File: src/rtl/pwm_burst_gen_if.sv
// Bundle of settings and outputs for pwm_burst_gen.
// There is no valid/ready handshake. The settings are level signals that the
// generator samples at a period boundary, or on every cycle while it is idle.
// pwmOut and outRST are registered outputs. dbgState exposes the burst FSM state.
interface pwm_burst_gen_if;
   logic [15:0] period;
   logic [7:0]  dutyCycle;
   logic        modeBurst;
   logic        typeBurst;
   logic        pwmOut;
   logic        outRST;
   logic [1:0]  dbgState;

   modport master (
      output period, dutyCycle, modeBurst, typeBurst,
      input  pwmOut, outRST, dbgState
   );

   modport slave (
      input  period, dutyCycle, modeBurst, typeBurst,
      output pwmOut, outRST, dbgState
   );
endinterface

File: src/rtl/pwm_burst_gen.sv
// PWM generator with optional burst gating (repeating or single shot).
// It also produces a one-cycle end-of-period strobe.
// Settings are latched only at period boundaries, so a period is never truncated.
module pwm_burst_gen #(
   parameter int BURST_LEN = 4,
   parameter int BURST_GAP = 4
) (
   input logic           clk,
   input logic           rst,
   pwm_burst_gen_if.slave bus
);
   localparam int CMAX = (BURST_LEN > BURST_GAP) ? BURST_LEN : BURST_GAP;
   localparam int CW   = (CMAX > 1) ? $clog2(CMAX) : 1;
   localparam logic [CW-1:0] LEN_LAST = CW'(BURST_LEN - 1);
   localparam logic [CW-1:0] GAP_LAST = CW'(BURST_GAP - 1);

   // ST_IDLE means not running. ST_ON and ST_GAP are the burst phases.
   // ST_DONE means a single shot has finished.
   typedef enum logic [1:0] {ST_IDLE = 2'd0, ST_ON = 2'd1, ST_GAP = 2'd2, ST_DONE = 2'd3} stateT;

   // Initial values match the reset state, so the block runs correctly without a reset.
   stateT          state    = ST_IDLE;
   logic [15:0]    cnt      = '0;
   logic [15:0]    pLat     = '0;
   logic [23:0]    hLat     = '0;
   logic           modeLat  = 1'b0;
   logic           typeLat  = 1'b0;
   logic [CW-1:0]  burstCnt = '0;
   logic           pwmReg   = 1'b0;
   logic           rstReg   = 1'b0;

   stateT          stateNxt, advState;
   logic [15:0]    cntNxt, pNxt, cntInc;
   logic [23:0]    hNxt, hNow;
   logic           modeNxt, typeNxt, pwmNxt, rstNxt;
   logic [CW-1:0]  bcNxt, advCnt;
   logic [7:0]     dutyClamp;
   logic           lastCycle, modeChange;

   // High time for the currently presented settings: P*min(duty,100)/100, computed 24 bits wide.
   always_comb begin
      dutyClamp = (bus.dutyCycle > 8'd100) ? 8'd100 : bus.dutyCycle;
      hNow      = ({8'd0, bus.period} * {16'd0, dutyClamp}) / 24'd100;
   end

   // Next-state logic: period counter, settings latch, burst phase and output values.
   always_comb begin
      stateNxt   = state;
      cntNxt     = cnt;
      pNxt       = pLat;
      hNxt       = hLat;
      modeNxt    = modeLat;
      typeNxt    = typeLat;
      bcNxt      = burstCnt;
      pwmNxt     = 1'b0;
      rstNxt     = 1'b0;
      cntInc     = cnt + 16'd1;
      lastCycle  = (cnt == pLat - 16'd1);
      modeChange = ({bus.modeBurst, bus.typeBurst} != {modeLat, typeLat});
      advState   = state;
      advCnt     = burstCnt;

      // Advance the burst phase using the mode of the period that is ending.
      if (modeLat) begin
         case (state)
            ST_ON: begin
               if (burstCnt == LEN_LAST) begin
                  advCnt   = '0;
                  advState = typeLat ? ST_DONE : ST_GAP;
               end else begin
                  advCnt = burstCnt + CW'(1);
               end
            end
            ST_GAP: begin
               if (burstCnt == GAP_LAST) begin
                  advCnt   = '0;
                  advState = ST_ON;
               end else begin
                  advCnt = burstCnt + CW'(1);
               end
            end
            default: ;
         endcase
      end
      if (modeChange) begin
         advState = ST_ON;
         advCnt   = '0;
      end

      if (state == ST_IDLE) begin
         // While idle, sample period every cycle until it is nonzero.
         if (bus.period != 16'd0) begin
            pNxt     = bus.period;
            hNxt     = hNow;
            modeNxt  = bus.modeBurst;
            typeNxt  = bus.typeBurst;
            stateNxt = ST_ON;
            bcNxt    = '0;
            cntNxt   = '0;
            pwmNxt   = (hNow != 24'd0);
            rstNxt   = (bus.period == 16'd1);
         end
      end else if (lastCycle) begin
         pNxt    = bus.period;
         hNxt    = hNow;
         modeNxt = bus.modeBurst;
         typeNxt = bus.typeBurst;
         cntNxt  = '0;
         if (bus.period == 16'd0) begin
            stateNxt = ST_IDLE;
            bcNxt    = '0;
         end else begin
            stateNxt = advState;
            bcNxt    = advCnt;
            pwmNxt   = (!bus.modeBurst || advState == ST_ON) && (hNow != 24'd0);
            rstNxt   = (bus.period == 16'd1);
         end
      end else begin
         cntNxt = cntInc;
         pwmNxt = (!modeLat || state == ST_ON) && ({8'd0, cntInc} < hLat);
         rstNxt = (cntInc == pLat - 16'd1);
      end
   end

   // State register with synchronous active-high reset.
   always_ff @(posedge clk) begin
      if (rst) begin
         state    <= ST_IDLE;
         cnt      <= '0;
         pLat     <= '0;
         hLat     <= '0;
         modeLat  <= 1'b0;
         typeLat  <= 1'b0;
         burstCnt <= '0;
         pwmReg   <= 1'b0;
         rstReg   <= 1'b0;
      end else begin
         state    <= stateNxt;
         cnt      <= cntNxt;
         pLat     <= pNxt;
         hLat     <= hNxt;
         modeLat  <= modeNxt;
         typeLat  <= typeNxt;
         burstCnt <= bcNxt;
         pwmReg   <= pwmNxt;
         rstReg   <= rstNxt;
      end
   end

   assign bus.pwmOut   = pwmReg;
   assign bus.outRST   = rstReg;
   assign bus.dbgState = state;
endmodule

File: src/flat_wrapper.sv
// flat-port wrapper written by rule: the top's interface ports become plain ports
module pwm_burst_gen_flat 
#(
   parameter int BURST_LEN = 4,
   parameter int BURST_GAP = 4
)
  (clk, rst, bus_period, bus_dutyCycle, bus_modeBurst, bus_typeBurst, bus_pwmOut, bus_outRST, bus_dbgState);
  pwm_burst_gen_if bus_i ();
  input logic clk;
  input logic rst;
  input wire logic [$bits(bus_i.period)-1:0] bus_period;
  input wire logic [$bits(bus_i.dutyCycle)-1:0] bus_dutyCycle;
  input wire logic [$bits(bus_i.modeBurst)-1:0] bus_modeBurst;
  input wire logic [$bits(bus_i.typeBurst)-1:0] bus_typeBurst;
  output wire logic [$bits(bus_i.pwmOut)-1:0] bus_pwmOut;
  output wire logic [$bits(bus_i.outRST)-1:0] bus_outRST;
  output wire logic [$bits(bus_i.dbgState)-1:0] bus_dbgState;
  assign bus_i.period = bus_period;
  assign bus_i.dutyCycle = bus_dutyCycle;
  assign bus_i.modeBurst = bus_modeBurst;
  assign bus_i.typeBurst = bus_typeBurst;
  assign bus_pwmOut = bus_i.pwmOut;
  assign bus_outRST = bus_i.outRST;
  assign bus_dbgState = bus_i.dbgState;
  pwm_burst_gen #(.BURST_LEN(BURST_LEN), .BURST_GAP(BURST_GAP)) u_core (.clk(clk), .rst(rst), .bus(bus_i));
endmodule
File: config.mk
export PLATFORM = sky130hd
export DESIGN_NAME = pwm_burst_gen_flat
export DESIGN_NICKNAME = d
export VERILOG_FILES = /design/src/rtl/pwm_burst_gen_if.sv /design/src/rtl/pwm_burst_gen.sv /design/src/flat_wrapper.sv
export SDC_FILE = /design/constraint.sdc
export NUM_CORES = 1
export LEC_CHECK = 0
export BUFFER_PORTS_ARGS = -buffer_cell sky130_fd_sc_hd__buf_4
export CELL_PAD_IN_SITES_DETAIL_PLACEMENT = 1
export CELL_PAD_IN_SITES_GLOBAL_PLACEMENT = 2
export CORE_MARGIN = 3
export CORE_UTILIZATION = 35
export CTS_BUF_LIST = sky130_fd_sc_hd__clkbuf_16
export DETAILED_ROUTE_END_ITERATION = 6
export PLACE_DENSITY_LB_ADDON = 0.1
export SETUP_SLACK_MARGIN = 0.1
export SLEW_MARGIN = 15
export SYNTH_ARGS = -nofsm -noshare
export SYNTH_HDL_FRONTEND = slang
export SYNTH_SLANG_ARGS = --single-unit
File: constraint.sdc
create_clock -name clk -period 17.4 [get_ports clk]
set_input_delay 3.48 -clock clk [delete_from_list [all_inputs] [get_ports clk]]
set_output_delay 3.48 -clock clk [all_outputs]
set_load 0.01 [all_outputs]
# Yosys cells after proc, flatten, opt, wreduce, memory -nomap -nowiden
# Cells that the tools add are included.
[classes]
div_mod_pow = 1
n_mul = 1
n_reduce_logical = 16
n_addsub = 3
mux = 42
order_cmp = 2
n_eq_ne = 9
[ops]
columns = ["cell", "count"]
rows = [
  ["$mux W16", 6],
  ["$mux W24", 3],
  ["$eq A16 B16 Y1", 2],
  ["$mux W2", 16],
  ["$div A24 B7 Y24 const B", 1],
  ["$lt A16 B24 Y1", 1],
  ["$mul A16 B8 Y24", 1],
  ["$reduce_bool A24 Y1", 1],
  ["$add A16 B1 Y16 const B", 1],
  ["$eq A16 B1 Y1 const B", 1],
  ["$logic_not A16 Y1", 1],
  ["$reduce_bool A16 Y1", 1],
  ["$sub A16 B1 Y16 const B", 1],
  ["$mux W1", 15],
  ["$gt A8 B7 Y1 const B", 1],
  ["$mux W8", 1],
  ["$reduce_bool A4 Y1", 2],
  ["$eq A2 B1 Y1 const B", 2],
  ["$eq A2 B2 Y1 const B", 2],
  ["$pmux W2 S2", 1],
  ["$reduce_and A4 Y1", 1],
  ["$add A2 B1 Y2 const B", 1],
  ["$logic_and A1 B1 Y1", 2],
  ["$logic_not A1 Y1", 2],
  ["other kinds (7)", 8],
]
[totals]
word_cells = 83
out_inout_bits = 4
ff_bits = 64
inputBits = 28

# Longest topological paths before layout
# Gate-level depths: netlist (run 1).
[depth]
depth_word = 11
ltp_mapped = 66
ltp_nobuf = 56

# Worst setup path after synthesis (run 1)
# Ideal clock, no wire load.
[synth_timing]
path_type = "input port to flip-flop"
start = "input port bus_dutyCycle[0]"
end = "register u_core.hLat[0]"
path_buffers = 7
setup_time_ns = 0.116
cell_stages = 62
slack_ns = -0.575
arrival_time_ns = 17.858
cell_sequence = "o21ai_0 > nand2_1 > a31oi_1 > clkbuf_1 > and2_1 > clkbuf_1 > nand2_1 > fa_1 > fa_1 > inv_1 > fa_1 > inv_1 > fa_1 > inv_1 > ha_1 > a21o_1 > a221o_1 > a211o_1 > [... 26 more ...] > o311a_1 > nor3_2 > or3_1 > buf_2 > a211o_1 > a211oi_1 > mux2_2 > or3_1 > nand3_1 > nor2_1 > a311o_1 > o22a_1 > a211oi_2 > a31oi_2 > maj3_2 > a211oi_1 > o311ai_1 > a41o_1"
[synth_via]
elab_chain_len = 6
elab_cells_between_ends = 7
[synth_lines]
columns = ["item", "line_no", "text"]
rows = [
  ["start, declared", "flat_wrapper.sv:12", "input wire logic [$bits(bus_i.dutyCycle)-1:0] bus_dutyCycle;"],
  ["$gt A8 B7 Y1", "pwm_burst_gen.sv:42", "dutyClamp = (bus.dutyCycle > 8'd100) ? 8'd100 : bus.dutyCycle;"],
  ["$mux W8 *", "pwm_burst_gen.sv:42", ""],
  ["$mul A16 B8 Y24 *", "pwm_burst_gen.sv:43", "hNow = ({8'd0, bus.period} * {16'd0, dutyClamp}) / 24'd100;"],
  ["$div A24 B7 Y24 *", "pwm_burst_gen.sv:43", ""],
  ["$mux W24 (on tied branches)", "pwm_burst_gen.sv:103, pwm_burst_gen.sv:92", ""],
  ["$mux W24 *", "pwm_burst_gen.sv:90", "if (state == ST_IDLE) begin"],
  ["end signal, assigned", "pwm_burst_gen.sv:141", "hLat <= hNxt;"],
  ["end, declared", "pwm_burst_gen.sv:25", "logic [23:0] hLat = '0;"],
]
# Every way passes the cells marked *; elsewhere a longest branch is shown, timed or not. The select of a mux whose other input is x is not followed.
# A chain may end at the register's enable or synchronous reset.

# Worst setup path in the final report (run 1)
# Same ends and word-level chain as after synthesis.

==> results by group, run 1 <==
Setup path
  • Worst setup EP type: flop
  • WP data required: 17.63 ns
  • Worst path max stage delay: 0.54 ns
  • Crit path DAT: 17.86 ns
  • Worst-path maximum fanout: 7
  • Type of origin of the critical path: input port
  • Worst path most repeated cell: buf_4
  • Worst setup path category: in -> reg
  • Slowest cell on crit path: fa_1

Clock network
  • TritonCTS clock tree: built
  • Root Driver: clkbuf_16
  • CTS H-tree lvls: 3
  • Num CTS Buffers: 9
  • CTS clk-pin slew, worst paths: 0.05 ns
  • CTS sink count: 58
  • Max Buffers Root-to-Sink: 2
  • Worst skew pair latency: 0.34 ns

Synthesis
  • Ranking of synthesized cells by area: fa_1, dfxtp_1, ha_1, nand2_1, xnor2_1
  • Synth top cells by count: nand2_1, inv_1, nor2_1, a21oi_1, fa_1
  • Asr flop ratio synth: 0
  • Synthesized instance count: 1515
  • Seq/Total Area, Yosys: 0.0993
  • Post-Syn Area per Cell: 7.72 um^2
  • Yosys top cell area share: 0.144
  • #FFs+latches synth: 58
  • Main synth FF type: dfxtp_1
  • Mapped cell area: 11700 um^2
  • Yosys top cell by area: fa_1
  • Count of flip-flops with a built-in enable after synthesis: 0
  • Synth cell types: 112
  • Most common cell in the netlist: nand2_1
  • YS warnings: 0

Finish
  • Nets: 2073
  • FF/Latch Area: 1160 um^2
  • Area of the multi-input gates: 11500 um^2
  • Share of layout cells above drive strength 1: 0.386
  • P&R area growth vs syn: 48.5%
  • Fillers: 3901

Drt
  • Detailed-route wire length: 47200 um
  • WL/cell: 20.1 um
  • Average vias per placed instance: 5.52
  • Iter 0 DRT Violations: 495
  • Routed Antenna Nets: 0
  • Wl on met1: 21400 um
  • Routed wl met2: 23400 um
  • Pre-Repair DR Iteration Count: 5
  • # DRC: 0
  • Total number of vias: 12900
  • DR WL met3: 1050 um
  • Highest Signal Layer: met4

STA
  • Min cycle time layout: 17.64 ns
  • Setup Skew: 0.0103 ns
  • Final Hold Viols: 0
  • Slew @ Worst Pin: 1.09 ns
  • Final setup margin: -0.235 ns
  • RSZ-0062 raised after global routing: yes
  • Max-slew violations: 0
  • Setup TNS: -0.490 ns
  • Fmax: 0.0567 GHz
  • Final setup vio count: 3
  • Final worst path period share: 1.01
  • Worst relative slew slack: 0.268

Floorplanning
  • Die W: 189 um
  • Initial Utilization: 0.358
  • Die H: 189 um
  • Rows: 66
  • Core area: 32700 um^2
  • Total die area: 35600 um^2
  • # IOs: 32

Placed design
  • IO buf count: 31
  • Final RePlAce weighted congestion: 0.924
  • Post-DP HPWL: 34600 um

Min path
  • Min-delay worst type: reg -> reg

Run
  • Max-cap violations: 0

Status
  • Failing checks: setup timing
  • Run status: finished with violations

Global routing
  • Maximum number of pins on one net before global-route repair: 57
  • Gr usage total: 0.250
  • Initial antenna violation count: 2
  • Vias in the first global route: 13600
  • Grt total ovfl: 0
  • First-pass GRT wire length: 72700 um
-- cells in the final DEF, fill, tap and decap left out, drive strengths merged, types with 22 or more instances in the layout --
cell / count
nor2: 111
nand3: 45
xor2: 44
a211oi: 32
dfxtp: 58
fa: 84
nor3: 48
a21oi: 96
inv: 113
a21o: 22
o21ai: 62
buf: 432
and2: 49
and3: 57
nand2: 158
ha: 65
xnor2: 70
-- final cells by class --
type	count	share of cell area
Clock inverter	7	0.00764
Tap cell	442	0.0319
Inverter	112	0.0242
Antenna cell	1	0.000144
Sequential cell	58	0.0669
Multi-Input combinational cell	1283	0.661
Timing Repair Buffer	432	0.195
Clock buffer	9	0.0130
-- worst paths after layout --
path	startpoint	end	slack [ns]	cells past startpoint
min reg2reg	u_core.hLat[7]	u_core.hLat[7]	0.45	2
min	u_core.hLat[7]	u_core.hLat[7]	0.45	2
max reg2reg	u_core.cnt[0]	u_core.bus.pwmOut	12.56	30
max	bus_dutyCycle[0]	u_core.hLat[0]	-0.24	65
-- logic make-up after synthesis --
group	count (synthesis)	share of synthesized area
adder cells (fa/ha/maj)	153	0.217
AO/OA/AOI/OAI	409	0.267
XOR/XNOR	114	0.0873
flip-flops	58	0.0993
multiplexers	17	0.0159
buffers and inverters	189	0.0631
AND/OR/NAND/NOR	573	0.250
other	2	0.000642
-- state kept, by name (all words and copies together), names as in the netlist --
| signal | flops |
|---|---|
| u_core.burstCnt | 2 |
| u_core.bus.dbgState | 2 |
| u_core.bus.outRST | 1 |
| u_core.bus.pwmOut | 1 |
| u_core.cnt | 16 |
| u_core.hLat | 18 |
| u_core.modeLat | 1 |
| u_core.pLat | 16 |
| u_core.typeLat | 1 |
-- timing repair --
| item | in CTS | in global routing |
|---|---|---|
| gates resized for setup | 155 | 143 |
| hold endpoints to repair | 0 | 0 |
| pin swaps | 84 | 106 |
| cloned | 0 | 1 |
| setup endpoints to repair | 4 | 5 |
| hold buffers | 0 | 0 |
| buffers inserted | 35 | 52 |
-- metrics by stage --
step / hold WS [ns] / instances / setup slack, ns / area [um^2] / util
after floorplan: 0.432 / 1529 / 0.115 / 12000 / -
after global placement: 0.443 / 2238 / -0.824 / 14800 / 0.452
after detailed placement: 0.451 / 2238 / -1.04 / 14800 / 0.452
after CTS: 0.458 / 2289 / -0.0106 / 16200 / 0.494
after global routing: 0.496 / 2344 / -0.862 / 17400 / 0.531
final: 0.453 / 2344 / -0.235 / 17400 / 0.531
-- routing by layer --
layer  up-vias  global-route usage
met5         -                   0
met1      6505               0.332
met4         0              0.0773
met2       173               0.429
li1       6192                   -
met3        58              0.0231
-- worst max-delay path, delay by kind of cell --
family,cells,cell delay (ns)
simple gates,16,3.60
xor+xnor,2,0.30
buf+inv,15,2.00
fa+ha+maj,5,2.16
compound gates,27,6.26
Power of run 1 is left out: the tool's default activity adds up to more than one toggle a clock period on the data nets, which glitch-free logic cannot reach.
==> run 2: changes to the inputs <==
--- a/config.mk
+++ b/config.mk
@@ -6,13 +6,10 @@
 export NUM_CORES = 1
 export LEC_CHECK = 0
 export BUFFER_PORTS_ARGS = -buffer_cell sky130_fd_sc_hd__buf_4
-export CELL_PAD_IN_SITES_DETAIL_PLACEMENT = 1
-export CELL_PAD_IN_SITES_GLOBAL_PLACEMENT = 2
 export CORE_MARGIN = 3
 export CORE_UTILIZATION = 35
 export CTS_BUF_LIST = sky130_fd_sc_hd__clkbuf_16
 export DETAILED_ROUTE_END_ITERATION = 6
-export PLACE_DENSITY_LB_ADDON = 0.1
 export SETUP_SLACK_MARGIN = 0.1
 export SLEW_MARGIN = 15
 export SYNTH_ARGS = -nofsm -noshare
==> run 2 against run 1 <==
Non-clock buffer count fell by 16; first-iteration DRC count increased by 29%; largest cell class unchanged; the run still ends with setup timing left; cell area down 1.1%; via count shrank 1.5%; worst setup slack better by 0.21 ns; routed wire length shrank 17%; sequential share of layout area increased by 0.076 points; critical endpoint unchanged; utilization shrank 0.60 points; die area is the same; clock-buffer cell count stayed put; critical path depth unchanged; maximum frequency grew 1.2%.
==> results by group, run 2 (synthesis results as in run 1) <==
Placed design
  • IO buf count: 31
  • Post-DP HPWL: 28800 um
  • Place WS: -0.804 ns
  • Final RePlAce weighted congestion: 0.932

Floorplanning
  • # IOs: 32
  • Rows: 66
  • Initial Utilization: 0.358
  • Die H: 189 um
  • Core area: 32700 um^2
  • Die W: 189 um
  • Total die area: 35600 um^2

Setup path
  • Crit path DAT: 17.66 ns
  • R2r setup slk: 12.63 ns
  • Worst path most repeated cell: buf_4
  • R2R cell count: 20
  • Type of origin of the critical path: input port
  • Worst path max stage delay: 0.57 ns
  • R2r startpoint: u_core.cnt[2]
  • Worst setup EP type: flop
  • Worst-path maximum fanout: 7
  • Slowest cell on crit path: fa_2
  • WP data required: 17.64 ns
  • Worst setup path category: in -> reg
  • Largest delay contributor family on the critical path: compound AO/OA/AOI/OAI gates
  • R2r endpoint: u_core.bus.pwmOut
  • Buf+Inv Stages, Crit Path: 17

Drt
  • # DRC: 0
  • Total number of vias: 12700
  • Iter 0 DRT Violations: 640
  • Detailed-route wire length: 39100 um
  • WL/cell: 16.8 um
  • Pre-Repair DR Iteration Count: 5
  • Average vias per placed instance: 5.48
  • Routed Antenna Nets: 0

Clock network
  • Worst skew pair latency: 0.34 ns
  • CTS clk-pin slew, worst paths: 0.05 ns
  • CTS H-tree lvls: 3
  • CTS sink count: 58
  • Max Buffers Root-to-Sink: 2
  • Num CTS Buffers: 9
  • Root Driver: clkbuf_16
  • TritonCTS clock tree: built
  • Hold buffer count at CTS: 0

Global routing
  • Global Route met3 Usage: 0.0214
  • Met2 usage: 0.386
  • Maximum number of pins on one net before global-route repair: 57
  • Vias in the first global route: 13000
  • Initial antenna violation count: 0
  • First-pass GRT wire length: 63900 um
  • Grt total ovfl: 0
  • GR Util met1: 0.271
  • Most Crowded Layer GR: met2
  • Gr usage total: 0.212

Min path
  • Hold Path End: u_core.hLat[10]
  • Min-delay worst type: reg -> reg
  • WHS Path Cells: 2
  • Worst hold start: u_core.hLat[10]

Finish
  • Util after Layout: 0.525
  • ANT cells: 0
  • Top Registers: u_core.hLat: 18 flops, u_core.cnt: 16 flops, u_core.pLat: 16 flops
  • Most frequent cells in the layout: buf_4, nand2_1, inv_1
  • Most common cell after layout, fill and taps aside: buf_4
  • Share of layout cells above drive strength 1: 0.380
  • Top reg by flops: u_core.hLat
  • P&R area growth vs syn: 46.8%
  • Nets: 2056
  • Largest register FFs: 18

STA
  • Setup Skew: 0.00676 ns
  • Final setup vio count: 1
  • Worst relative slew slack: 0.0608
  • RSZ-0062 raised after global routing: yes
  • Fmax: 0.0574 GHz
  • Final setup margin: -0.0276 ns
  • Max-slew violations: 0
  • Min cycle time layout: 17.43 ns
  • Slew @ Worst Pin: 1.40 ns
  • Final Hold Viols: 0
  • Final worst path period share: 1.00

Status
  • Failing checks: setup timing
  • Run status: finished with violations

Run
  • Max-cap violations: 0
-- run 2: cell count changes in the layout (fill, tap and decap cells not counted), moves of 4 or more --
cell | before | now
nand2_2 | 3 | 12
nand2_1 | 151 | 144
a21oi_2 | 17 | 22
buf_4 | 400 | 384
a21oi_1 | 71 | 66
o21ai_4 | 4 | 8
-- run 2: per-layer routing --
| layer | share of wire | vias to the layer above | wire length, um |
|---|---|---|---|
| met2 | 0.52 | 227 | 20200 |
| met1 | 0.43 | 6295 | 17000 |
| met4 | 0.018 | 0 | 719 |
| met3 | 0.030 | 60 | 1170 |
| met5 | 0 | - | 0 |
| li1 | - | 6155 | - |
-- run 2: cell type report --
type                    instances  area (um^2)
flip-flops and latches         58         1160
clock buffers                   9          225
inverters                     112          420
clock inverters                 7         68.8
multi-input cells            1282        11500
repair buffers                416         3270
fillers                      3043        15500
well taps                     442          553
-- run 2: worst min-delay path: cells and delay by family (launching register included) --
family,cells,cell delay (ns)
compound gates,1,0.05
flops,1,0.31
simple gates,1,0.05
-- run 2: worst max path at each step --
stage / cells past startpoint / end / start
after floorplan: 62 / u_core.hLat[0] / bus_dutyCycle[0]
after global placement: 62 / u_core.hLat[0] / bus_dutyCycle[0]
after detailed placement: 61 / u_core.hLat[0] / bus_dutyCycle[0]
after CTS: 60 / u_core.hLat[0] / bus_dutyCycle[0]
after global routing: 63 / u_core.hLat[0] / bus_dutyCycle[1]
final: 65 / u_core.hLat[0] / bus_dutyCycle[2]
-- run 2: timing repair --
action                     4_1_cts  5_1_grt
resized for setup              173      132
setup buffers                   49       35
cloned                           1        1
setup endpoints to repair        4        5
pin swaps                      106       98
-- run 2: per-stage QoR --
step,cell area [um^2],hold slack [ns],cells,setup TNS [ns]
floorplan,12000,0.432,1529,0
global placement,14700,0.446,2224,-1.42
detailed placement,14700,0.451,2224,-2.31
CTS,16200,0.458,2290,0
global route,17200,0.483,2326,-1.63
finish,17200,0.456,2326,-0.0276
Power of run 2 is left out for the same reason.
==> run 3: changes to the inputs <==
--- a/config.mk
+++ b/config.mk
@@ -5,8 +5,7 @@
 export SDC_FILE = /design/constraint.sdc
 export NUM_CORES = 1
 export LEC_CHECK = 0
-export BUFFER_PORTS_ARGS = -buffer_cell sky130_fd_sc_hd__buf_4
-export CORE_MARGIN = 3
+export BUFFER_PORTS_ARGS = -buffer_cell sky130_fd_sc_hd__buf_2
 export CORE_UTILIZATION = 35
 export CTS_BUF_LIST = sky130_fd_sc_hd__clkbuf_16
 export DETAILED_ROUTE_END_ITERATION = 6
==> constraint.sdc (replaced) <==
create_clock -name clk -period 17.4 [get_ports clk]
set_input_delay 4.35 -clock clk [delete_from_list [all_inputs] [get_ports clk]]
set_output_delay 4.35 -clock clk [all_outputs]
set_load 0.01 [all_outputs]
==> run 3 against run 2 <==
The flow still finishes with violations (setup timing); clock skew barely moved; sequential cell count unchanged; non-clock buffer count grew 29; sequential share of layout area about the same; highest routed layer unchanged; hold slack barely moved; cell count rose by 1.2%; routed wire length decreased by 0.88%.
==> results by group, run 3 (synthesis results as in run 1) <==
Global routing
  • Maximum number of pins on one net before global-route repair: 57
  • Initial antenna violation count: 0
  • Grt total ovfl: 0
  • Vias in the first global route: 13000
  • Gr usage total: 0.225
  • First-pass GRT wire length: 62900 um

Finish
  • Post-Layout Cell Count: 2355
  • Fillers: 3043
  • Nets: 2085
  • Top Registers: u_core.hLat: 18 flops, u_core.cnt: 16 flops, u_core.pLat: 16 flops
  • ANT cells: 0
  • Share of layout cells above drive strength 1: 0.372
  • Most frequent cells in the layout: buf_4, nand2_1, inv_1
  • P&R area growth vs syn: 45.8%
  • Top reg by flops: u_core.hLat
  • Util after Layout: 0.521
  • Largest register FFs: 18
  • Most common cell after layout, fill and taps aside: buf_4

STA
  • Min cycle time layout: 18.30 ns
  • Worst relative slew slack: 0.148
  • Fmax: 0.0547 GHz
  • Final worst path period share: 1.05
  • Setup TNS: -3.03 ns
  • Max-slew violations: 0
  • Slew @ Worst Pin: 1.27 ns
  • Final Hold Viols: 0
  • Final setup margin: -0.898 ns
  • Setup Skew: 0.00638 ns
  • Final setup vio count: 5
  • RSZ-0062 raised after global routing: yes

Floorplanning
  • Total die area: 34100 um^2
  • Rows: 66
  • Die H: 185 um
  • Core area: 32700 um^2
  • Initial Utilization: 0.358
  • # IOs: 32
  • Die W: 185 um

Run
  • Max-cap violations: 0

Clock network
  • Num CTS Buffers: 9
  • CTS sink count: 58
  • Hold buffer count at CTS: 0
  • CTS clk-pin slew, worst paths: 0.06 ns
  • Max Buffers Root-to-Sink: 2
  • CTS H-tree lvls: 3
  • TritonCTS clock tree: built
  • Worst skew pair latency: 0.34 ns
  • Root Driver: clkbuf_16

Min path
  • Hold Path End: u_core.hLat[10]
  • Worst hold start: u_core.hLat[10]
  • Min-delay worst type: reg -> reg
  • WHS Path Cells: 2

Drt
  • Iter 0 DRT Violations: 720
  • # DRC: 0
  • Routed Antenna Nets: 0
  • Pre-Repair DR Iteration Count: 5
  • Total number of vias: 12900
  • Detailed-route wire length: 38700 um
  • WL/cell: 16.4 um
  • Average vias per placed instance: 5.48

Setup path
  • R2r endpoint: u_core.bus.pwmOut
  • WP data required: 17.63 ns
  • Crit path from: bus_dutyCycle[0]
  • Worst path most repeated cell: buf_4
  • R2r startpoint: u_core.cnt[2]
  • Type of origin of the critical path: input port
  • Worst setup EP type: flop
  • Worst path max stage delay: 0.54 ns
  • Slowest cell on crit path: fa_1
  • R2r setup slk: 12.70 ns
  • Worst-path maximum fanout: 6
  • Worst setup path category: in -> reg
  • R2R cell count: 20
  • Crit path DAT: 18.53 ns

Status
  • Run status: finished with violations
  • Failing checks: setup timing

Placed design
  • Post-DP HPWL: 29900 um
  • Final RePlAce weighted congestion: 0.921
  • DP Cell Count: 2263
  • IO buf count: 31
  • Place WS: -1.60 ns
[run 3: cell types whose count changed in the layout (fill, tap and decap cells not counted), sizes merged]
cell / delta
clkinv: +2
buf: +30
clkinvlp: -1
inv: -1
clkbuf: -1
[run 3: final cells by class]
class	count	area (um^2)	area share
clock buffers	9	225	0.0132
well taps	442	553	0.0324
inverters	112	420	0.0247
clock inverters	7	60.1	0.00352
multi-input cells	1282	11200	0.658
repair buffers	445	3400	0.200
flip-flops and latches	58	1160	0.0681
[run 3: worst max path at each step]
stage          depth (start not counted)        endpoint  slack [ns]
3_5_place_dp                          61  u_core.hLat[0]       -1.60
5_1_grt                               65  u_core.hLat[0]       -1.50
3_3_place_gp                          58  u_core.hLat[0]       -1.39
6_report                              62  u_core.hLat[0]       -0.90
4_1_cts                               65  u_core.hLat[0]       -0.62
2_1_floorplan                         63  u_core.hLat[0]       -0.49
[run 3: critical path, delay by kind of cell]
kind | cells | cell delay, ns
xor+xnor | 2 | 0.30
simple gates | 12 | 2.48
mux | 1 | 0.35
compound gates | 30 | 7.07
buf+inv | 11 | 1.42
fa+ha+maj | 6 | 2.53
[run 3: layer usage]
metal	share of wire	vias up	track usage
met3	0.037	88	0.0220
met2	0.50	328	0.402
met4	0.028	0	0.0734
met1	0.43	6276	0.281
met5	0	-	0
li1	-	6209	-
[run 3: through the flow]
| step | instance area (um^2) | hold WS (ns) |
|---|---|---|
| 5_1_grt | 17000 | 0.488 |
| 6_report | 17000 | 0.456 |
| 3_3_place_gp | 15000 | 0.448 |
| 3_5_place_dp | 15000 | 0.449 |
| 4_1_cts | 16400 | 0.456 |
| 2_1_floorplan | 12100 | 0.432 |
[run 3: repair_timing]
| item | 4_1_cts | 5_1_grt |
|---|---|---|
| gates cloned | 0 | 1 |
| pin swaps | 61 | 45 |
| setup endpoints to repair | 5 | 6 |
| setup buffers | 46 | 29 |
| gates resized for setup | 151 | 72 |
Power of run 3 is left out for the same reason.
